<file path="src/rtl/ws2811_pkg.sv">
// rtl/ws2811_pkg.sv - shared WS2811 timing defaults and decoder state type
package ws2811_pkg;

  localparam int DEF_BIT_THRESH   = 26;
  localparam int DEF_MIN_HIGH     = 8;
  localparam int DEF_MAX_HIGH     = 50;
  localparam int DEF_RESET_CYCLES = 2500;
  localparam int PIXEL_BITS       = 24;

  typedef enum logic [1:0] {
    SYNC = 2'd0,
    IDLE = 2'd1,
    HIGH = 2'd2,
    LOW  = 2'd3
  } ws_state_e;

endpackage

</file>
<file path="src/rtl/ws2811_pulse_meter.sv">
// rtl/ws2811_pulse_meter.sv - din synchronizer, edge detect and level-duration counter
module ws2811_pulse_meter #(
  parameter int CNT_WIDTH = 12
) (
  input  logic                 clk,
  input  logic                 rst,
  input  logic                 din,
  output logic                 din_s,
  output logic                 rise,
  output logic                 fall,
  output logic [CNT_WIDTH-1:0] high_len,
  output logic [CNT_WIDTH-1:0] low_len
);

  localparam logic [CNT_WIDTH-1:0] CNT_MAX = {CNT_WIDTH{1'b1}};

  logic                 sync1_q, sync1_d;
  logic                 sync2_q, sync2_d;
  logic                 prev_q, prev_d;
  logic [CNT_WIDTH-1:0] cnt_q, cnt_d;

  always_comb begin
    sync1_d = din;
    sync2_d = sync1_q;
    prev_d  = sync2_q;
    rise    = sync2_q & ~prev_q;
    fall    = ~sync2_q & prev_q;
    cnt_d   = cnt_q;
    if (rise || fall) begin
      cnt_d = CNT_WIDTH'(1);
    end else if (cnt_q != CNT_MAX) begin
      cnt_d = cnt_q + CNT_WIDTH'(1);
    end
  end

  // cnt_q is the length of the level that just ended when an edge is flagged,
  // so one counter serves as the high length at a fall and the low length otherwise.
  assign din_s    = sync2_q;
  assign high_len = cnt_q;
  assign low_len  = cnt_q;

  always_ff @(posedge clk or posedge rst) begin
    if (rst) begin
      sync1_q <= 1'b0;
      sync2_q <= 1'b0;
      prev_q  <= 1'b0;
      cnt_q   <= '0;
    end else begin
      sync1_q <= sync1_d;
      sync2_q <= sync2_d;
      prev_q  <= prev_d;
      cnt_q   <= cnt_d;
    end
  end

endmodule

</file>
<file path="src/rtl/ws2811_rx_decoder.sv">
// rtl/ws2811_rx_decoder.sv - WS2811 NRZ stream decoder: pixel assembly, framing, error flags
module ws2811_rx_decoder
  import ws2811_pkg::*;
#(
  parameter int MEM_ADDR_WIDTH = 8,
  parameter int BIT_THRESH     = ws2811_pkg::DEF_BIT_THRESH,
  parameter int MIN_HIGH       = ws2811_pkg::DEF_MIN_HIGH,
  parameter int MAX_HIGH       = ws2811_pkg::DEF_MAX_HIGH,
  parameter int RESET_CYCLES   = ws2811_pkg::DEF_RESET_CYCLES,
  parameter int CNT_WIDTH      = 12
) (
  input  logic                      clk,
  input  logic                      rst,
  input  logic                      din,
  output logic [23:0]               pixel_data,
  output logic [MEM_ADDR_WIDTH-1:0] pixel_idx,
  output logic                      pixel_valid,
  output logic                      frame_done,
  output logic [MEM_ADDR_WIDTH-1:0] frame_count,
  output logic                      err_glitch,
  output logic                      err_long,
  output logic                      err_partial,
  output logic                      err_overflow,
  input  logic                      err_clear
);

  localparam logic [CNT_WIDTH-1:0]      THRESH_C = CNT_WIDTH'(BIT_THRESH);
  localparam logic [CNT_WIDTH-1:0]      MIN_C    = CNT_WIDTH'(MIN_HIGH);
  localparam logic [CNT_WIDTH-1:0]      MAX_C    = CNT_WIDTH'(MAX_HIGH);
  localparam logic [CNT_WIDTH-1:0]      RESET_C  = CNT_WIDTH'(RESET_CYCLES);
  localparam logic [4:0]                LAST_BIT = 5'(PIXEL_BITS - 1);
  localparam logic [MEM_ADDR_WIDTH-1:0] IDX_MAX  = {MEM_ADDR_WIDTH{1'b1}};

  logic                 din_s, rise, fall;
  logic [CNT_WIDTH-1:0] high_len, low_len;

  ws2811_pulse_meter #(.CNT_WIDTH(CNT_WIDTH)) u_meter (
    .clk      (clk),
    .rst      (rst),
    .din      (din),
    .din_s    (din_s),
    .rise     (rise),
    .fall     (fall),
    .high_len (high_len),
    .low_len  (low_len)
  );

  ws_state_e state_q, state_d;

  logic [23:0]               shift_q, shift_d, pixel_data_q, pixel_data_d;
  logic [4:0]                bit_cnt_q, bit_cnt_d;
  logic [MEM_ADDR_WIDTH-1:0] idx_q, idx_d, pixel_idx_q, pixel_idx_d;
  logic [MEM_ADDR_WIDTH-1:0] frame_count_q, frame_count_d;
  logic                      full_q, full_d, any_bit_q, any_bit_d;
  logic                      pixel_valid_q, pixel_valid_d, frame_done_q, frame_done_d;
  logic                      err_glitch_q, err_glitch_d, err_long_q, err_long_d;
  logic                      err_partial_q, err_partial_d, err_overflow_q, err_overflow_d;

  logic low_done, glitch_ev, long_ev, bit_ev, bit_val, frame_end;
  logic set_partial, set_overflow;

  always_comb begin
    low_done  = ~din_s && (low_len >= RESET_C);
    glitch_ev = (state_q == HIGH) && fall && (high_len < MIN_C);
    long_ev   = (state_q == HIGH) && ((fall && (high_len > MAX_C)) || (din_s && (high_len >= MAX_C)));
    bit_ev    = (state_q == HIGH) && fall && !glitch_ev && !long_ev;
    bit_val   = (high_len >= THRESH_C);
    frame_end = (state_q == LOW) && !rise && low_done;
  end

  always_ff @(posedge clk or posedge rst) begin
    if (rst) state_q <= SYNC;
    else     state_q <= state_d;
  end

  always_comb begin
    state_d = state_q;
    unique case (state_q)
      SYNC:    if (low_done) state_d = IDLE;
      IDLE:    if (rise) state_d = HIGH;
      HIGH:    if (long_ev) state_d = SYNC;
               else if (fall) state_d = LOW;
      LOW:     if (rise) state_d = HIGH;
               else if (low_done) state_d = IDLE;
      default: state_d = SYNC;
    endcase
  end

  always_comb begin
    shift_d       = shift_q;
    bit_cnt_d     = bit_cnt_q;
    idx_d         = idx_q;
    full_d        = full_q;
    any_bit_d     = any_bit_q;
    pixel_data_d  = pixel_data_q;
    pixel_idx_d   = pixel_idx_q;
    frame_count_d = frame_count_q;
    pixel_valid_d = 1'b0;
    frame_done_d  = 1'b0;
    set_partial   = 1'b0;
    set_overflow  = 1'b0;

    if (bit_ev) begin
      shift_d   = {shift_q[22:0], bit_val};
      any_bit_d = 1'b1;
      if (bit_cnt_q == LAST_BIT) begin
        pixel_data_d  = {shift_q[22:0], bit_val};
        pixel_idx_d   = idx_q;
        pixel_valid_d = 1'b1;
        bit_cnt_d     = '0;
        // full_q marks that index IDX_MAX has already been handed out
        if (full_q)                set_overflow = 1'b1;
        else if (idx_q == IDX_MAX) full_d = 1'b1;
        else                       idx_d = idx_q + 1'b1;
      end else begin
        bit_cnt_d = bit_cnt_q + 5'd1;
      end
    end

    if (frame_end) begin
      frame_done_d  = any_bit_q;
      frame_count_d = idx_q;
      set_partial   = (bit_cnt_q != '0);
    end

    if (frame_end || long_ev) begin
      shift_d   = '0;
      bit_cnt_d = '0;
      idx_d     = '0;
      full_d    = 1'b0;
      any_bit_d = 1'b0;
    end

    err_glitch_d   = (err_glitch_q   & ~err_clear) | glitch_ev;
    err_long_d     = (err_long_q     & ~err_clear) | long_ev;
    err_partial_d  = (err_partial_q  & ~err_clear) | set_partial;
    err_overflow_d = (err_overflow_q & ~err_clear) | set_overflow;
  end

  always_ff @(posedge clk or posedge rst) begin
    if (rst) begin
      shift_q        <= '0;
      bit_cnt_q      <= '0;
      idx_q          <= '0;
      full_q         <= 1'b0;
      any_bit_q      <= 1'b0;
      pixel_data_q   <= '0;
      pixel_idx_q    <= '0;
      frame_count_q  <= '0;
      pixel_valid_q  <= 1'b0;
      frame_done_q   <= 1'b0;
      err_glitch_q   <= 1'b0;
      err_long_q     <= 1'b0;
      err_partial_q  <= 1'b0;
      err_overflow_q <= 1'b0;
    end else begin
      shift_q        <= shift_d;
      bit_cnt_q      <= bit_cnt_d;
      idx_q          <= idx_d;
      full_q         <= full_d;
      any_bit_q      <= any_bit_d;
      pixel_data_q   <= pixel_data_d;
      pixel_idx_q    <= pixel_idx_d;
      frame_count_q  <= frame_count_d;
      pixel_valid_q  <= pixel_valid_d;
      frame_done_q   <= frame_done_d;
      err_glitch_q   <= err_glitch_d;
      err_long_q     <= err_long_d;
      err_partial_q  <= err_partial_d;
      err_overflow_q <= err_overflow_d;
    end
  end

  assign pixel_data   = pixel_data_q;
  assign pixel_idx    = pixel_idx_q;
  assign pixel_valid  = pixel_valid_q;
  assign frame_done   = frame_done_q;
  assign frame_count  = frame_count_q;
  assign err_glitch   = err_glitch_q;
  assign err_long     = err_long_q;
  assign err_partial  = err_partial_q;
  assign err_overflow = err_overflow_q;

endmodule
</file>
<file path="config.mk">
export PLATFORM = sky130hd
export DESIGN_NAME = ws2811_rx_decoder
export DESIGN_NICKNAME = d
export VERILOG_FILES = /design/src/rtl/ws2811_pkg.sv /design/src/rtl/ws2811_pulse_meter.sv /design/src/rtl/ws2811_rx_decoder.sv
export SDC_FILE = /design/constraint.sdc
export NUM_CORES = 1
export LEC_CHECK = 0
export BUFFER_PORTS_ARGS = -buffer_cell sky130_fd_sc_hd__buf_2
export CAP_MARGIN = 20
export CORE_ASPECT_RATIO = 2
export CORE_MARGIN = 2
export CORE_UTILIZATION = 35
export CTS_CLUSTER_SIZE = 14
export DETAILED_ROUTE_END_ITERATION = 6
export PLACE_DENSITY = 0.58
export SLEW_MARGIN = 20
export SYNTH_ARGS = -nofsm -noshare
export SYNTH_HDL_FRONTEND = slang
export SYNTH_SLANG_ARGS = --single-unit
</file>
<file path="constraint.sdc">
create_clock -name clk -period 7.3 [get_ports clk]
set_clock_uncertainty 0.1 [all_clocks]
set_input_delay 1.46 -clock clk [delete_from_list [all_inputs] [get_ports clk]]
set_output_delay 1.46 -clock clk [all_outputs]
set_load 0.01 [all_outputs]
</file>
==> flow_summary.json <==
{
  "run_status": "finished, final reports clean",
  "detail_route.iter0.violations": 226,
  "detail_route.wirelength_mm": 8.72,
  "postSynthNetCount": 352,
  "crit_fanout": 28,
  "firstDrtPassIters": 5,
  "critPathCaptureType": "register",
  "route.vias.total": 2816,
  "cts_buffers": 9,
  "drt.antenna.violating_nets": 0,
  "start_kind": "register",
  "place.gp.congestion": 0.786,
  "post_drt_wl_per_cell_um": 16.1,
  "first_global_vias": 2881,
  "largest_net_degree_at_the_start_of_global_routing": 58,
  "fmaxAchievable_ghz": 0.334,
  "nFillCells": 1170,
  "synth_area_leaders": "dfrtp_1, mux2_1, a22o_1, mux2_2, ha_1",
  "power.ir.vdd_worst_mv": 0.120,
  "syn_area_per_cell_um2": 12.7,
  "async_flop_share_pct": 100,
  "cts_num_sinks": 101,
  "cts_tree": "built",
  "crit_arrival_ns": 3.12,
  "cp_cell_sequence": "inv_1, ha_1, nand3b_1, or4b_1, nor2_4, nor3_4, a221o_1",
  "combined_area_of_all_synthesized_cells_mm2": 0.00433,
  "final_layout_size_suffix_gt1_share_pct": 22.3,
  "grt_first_pass_wirelength_mm": 14.5,
  "unrepaired_setup_endpoints_after_global_routing": "false",
  "chipHeight_um": 161,
  "critical-path-max-stage-delay_ns": 0.69,
  "post-route-min-period_ns": 2.99,
  "avgViaCountPerCell": 5.21,
  "clock_input_transition_at_the_sequential_cells_of_the_worst_setup_and_hold_paths_ns": 0.07,
  "nets": 400,
  "synth_enable_flop_cells": 0,
  "gr-total-overflow": 0,
  "cts.repair.resized": 0,
  "worst_skew_pair.late_latency_ns": 0.34,
  "timing.critical_path.required_ns": 7.43,
  "timing_worst_slew_pin_value_ns": 1.03,
  "clockBufferDepth": 2,
  "totalNegativeSetupSlack_ns": 0,
  "cts-root-buf": "clkbuf_16",
  "timing.critical_path.buf_inv": 1,
  "postCtsHoldBufs": 0,
  "synth.yosys.seq_area_share_pct": 58.4,
  "final_hold_viol_count": 0,
  "critPathTopFamily": "simple AND/OR/NAND/NOR gates",
  "area_growth_syn_to_layout_pct": 14.8,
  "timing.final.max_slew_violations": 0,
  "power_per_cell_area_mw_per_mm2": 212,
  "grt_usage_pct": 14.3,
  "antenna_cells": 0,
  "synthesis.yosys.warnings": 0,
  "synthesis.instances": 341,
  "post-route-period-util_pct": 41.0,
  "htree_num_levels": 3,
  "ys.flop_type": "dfrtp_1",
  "leakage_power_nw": 2.51,
  "rows": 57,
  "setup.worst_path.class": "register to register",
  "final_critical_path_setup_slack_ns": 4.31,
  "synth_area_leader_cell": "dfrtp_1",
  "kind_of_path_behind_the_tightest_hold_check": "register to register",
  "yosysUniqueCellTypes": 52,
  "grt_antenna_before_repair": 0,
  "yosys_register_bits": 101,
  "number_of_ports_placed_on_the_die_boundary": 50,
  "max_cap_violations": 0,
  "maxSlewHeadroom_pct": 30.5,
  "post-route-drc-count": 0,
  "start_util_pct": 35.7,
  "floorplan.die_area_mm2": 0.0133,
  "die_width_um": 82.6,
  "netlist.area_leader.share_pct": 58.4,
  "core_area_mm2": 0.0121,
  "detailedPlace.worstSlack_ns": 4.31,
  "worst_path_max_delay_cell": "or4b_1",
  "setup_viol": 0,
  "buffer_ports.inserted": 49,
  "cts.repair_timing.setup_buffer_count": 0,
  "dp_hpwl_mm": 6.00
}
[path summary, 6_finish.rpt]
path	start	end	slack (ns)	cells after the start
setup / recovery	u_meter.din_s	bit_cnt_q[4]	4.31	7
hold / removal	u_meter.sync1_q	u_meter.din_s	0.28	0
setup reg to reg	u_meter.din_s	bit_cnt_q[4]	4.31	7
hold reg to reg	u_meter.sync1_q	u_meter.din_s	0.28	0
max in group asynchronous	rst	shift_q[17]	4.90	3
min in group asynchronous	rst	u_meter.high_len[8]	1.08	2
[flip-flops by register name, indices dropped and copies added, names as in the netlist]
signal and cells:
frame_done 1, idx_q 8, err_overflow 1, any_bit_q 1, u_meter.sync1_q 1, frame_count 8, state_q 2, pixel_idx 8
err_glitch 1, full_q 1, shift_q 23, err_partial 1, pixel_valid 1, err_long 1, u_meter.din_s 1, u_meter.prev_q 1
u_meter.high_len 12, bit_cnt_q 5, pixel_data 24
[placed cells by master (no fill, tap or decap), drive strengths merged, types with 10 or more instances in the layout]
cell type / Yosys / final
a21oi: 11 / 11
a22o: 25 / 25
buf: 8 / 51
clkbuf: 6 / 11
dfrtp: 101 / 101
inv: 15 / 18
mux2: 40 / 40
nand2: 13 / 13
nand3: 10 / 10
nor2: 17 / 17
o21ai: 13 / 13
[kinds of logic after synthesis]
kind of cell / synth area share (%)
AOI/OAI and AO/OA: 11.1
xor gates and xnor gates: 1.21
adders and majority gates: 2.02
buffers and inverters: 3.18
DFF: 58.4
muxes: 11.1
and+or+nand+nor: 12.9
[cell usage after synthesis, types with 2 or more instances]
cell type	number
nor2_1	16
nor2b_1	2
clkbuf_1	6
nor3_1	5
mux2_1	28
nand2_1	13
inv_1	15
nand4b_1	3
a22o_1	25
nand2b_1	2
o21ai_0	12
nand3_1	10
and2_1	7
o21a_1	2
ha_1	7
dfrtp_1	101
o2bb2ai_1	2
a21oi_1	11
nand4_1	2
nor3b_1	2
or2_2	2
xor2_1	4
nand3b_1	2
buf_2	5
mux2_2	12
nor4b_1	2
mux2i_1	3
nor4_1	2
buf_6	3
xnor2_1	2
nor3_4	2
or3_1	8
a21boi_0	2
nor4_2	3
[layout make-up]
class / instances / area, µm² / area share [%]
inverters: 15 / 58.8 / 1.18
well taps: 147 / 184 / 3.70
multi-input cells: 211 / 1660 / 33.4
clock inverters: 5 / 42.5 / 0.857
flip-flops and latches: 101 / 2530 / 50.9
clock buffers: 11 / 233 / 4.69
repair buffers: 51 / 260 / 5.24
[report_power, final]
part / internal, mW / switching [mW] / total (mW)
clock: 0.237 / 0.214 / 0.450
sequential: 0.564 / 0.00687 / 0.571
combinational: 0.00914 / 0.0244 / 0.0336
[worst reg2reg max path, cell delays in order, from the launching register on]
cell and delay (ns):
dfrtp_1 0.42, inv_1 0.09, ha_1 0.19, nand3b_1 0.13, or4b_1 0.69, nor2_4 0.56, nor3_4 0.27, a221o_1 0.42
[metal layers]
layer  wire length, µm  up-vias  global-route usage (%)
li1                  -     1331                       -
met1              3600     1426                    17.5
met5                 0        -                       0
met3               207        9                    2.40
met4               185        0                    6.26
met2              4720       50                    24.1
[stage by stage]
stage | cells | util [%] | instance area (µm²) | hold slack (ns) | power, mW
floorplan | 341 | - | 4330 | 0.231 | 0.605
global placement | 525 | 38.7 | 4690 | 0.260 | 0.615
detailed placement | 525 | 38.7 | 4690 | 0.261 | 0.616
CTS | 541 | 41.0 | 4970 | 0.277 | 1.07
global route | 541 | 41.0 | 4970 | 0.288 | 1.10
finish | 541 | 41.0 | 4970 | 0.283 | 1.05
Note: power is estimated with default switching activity, not from simulation.
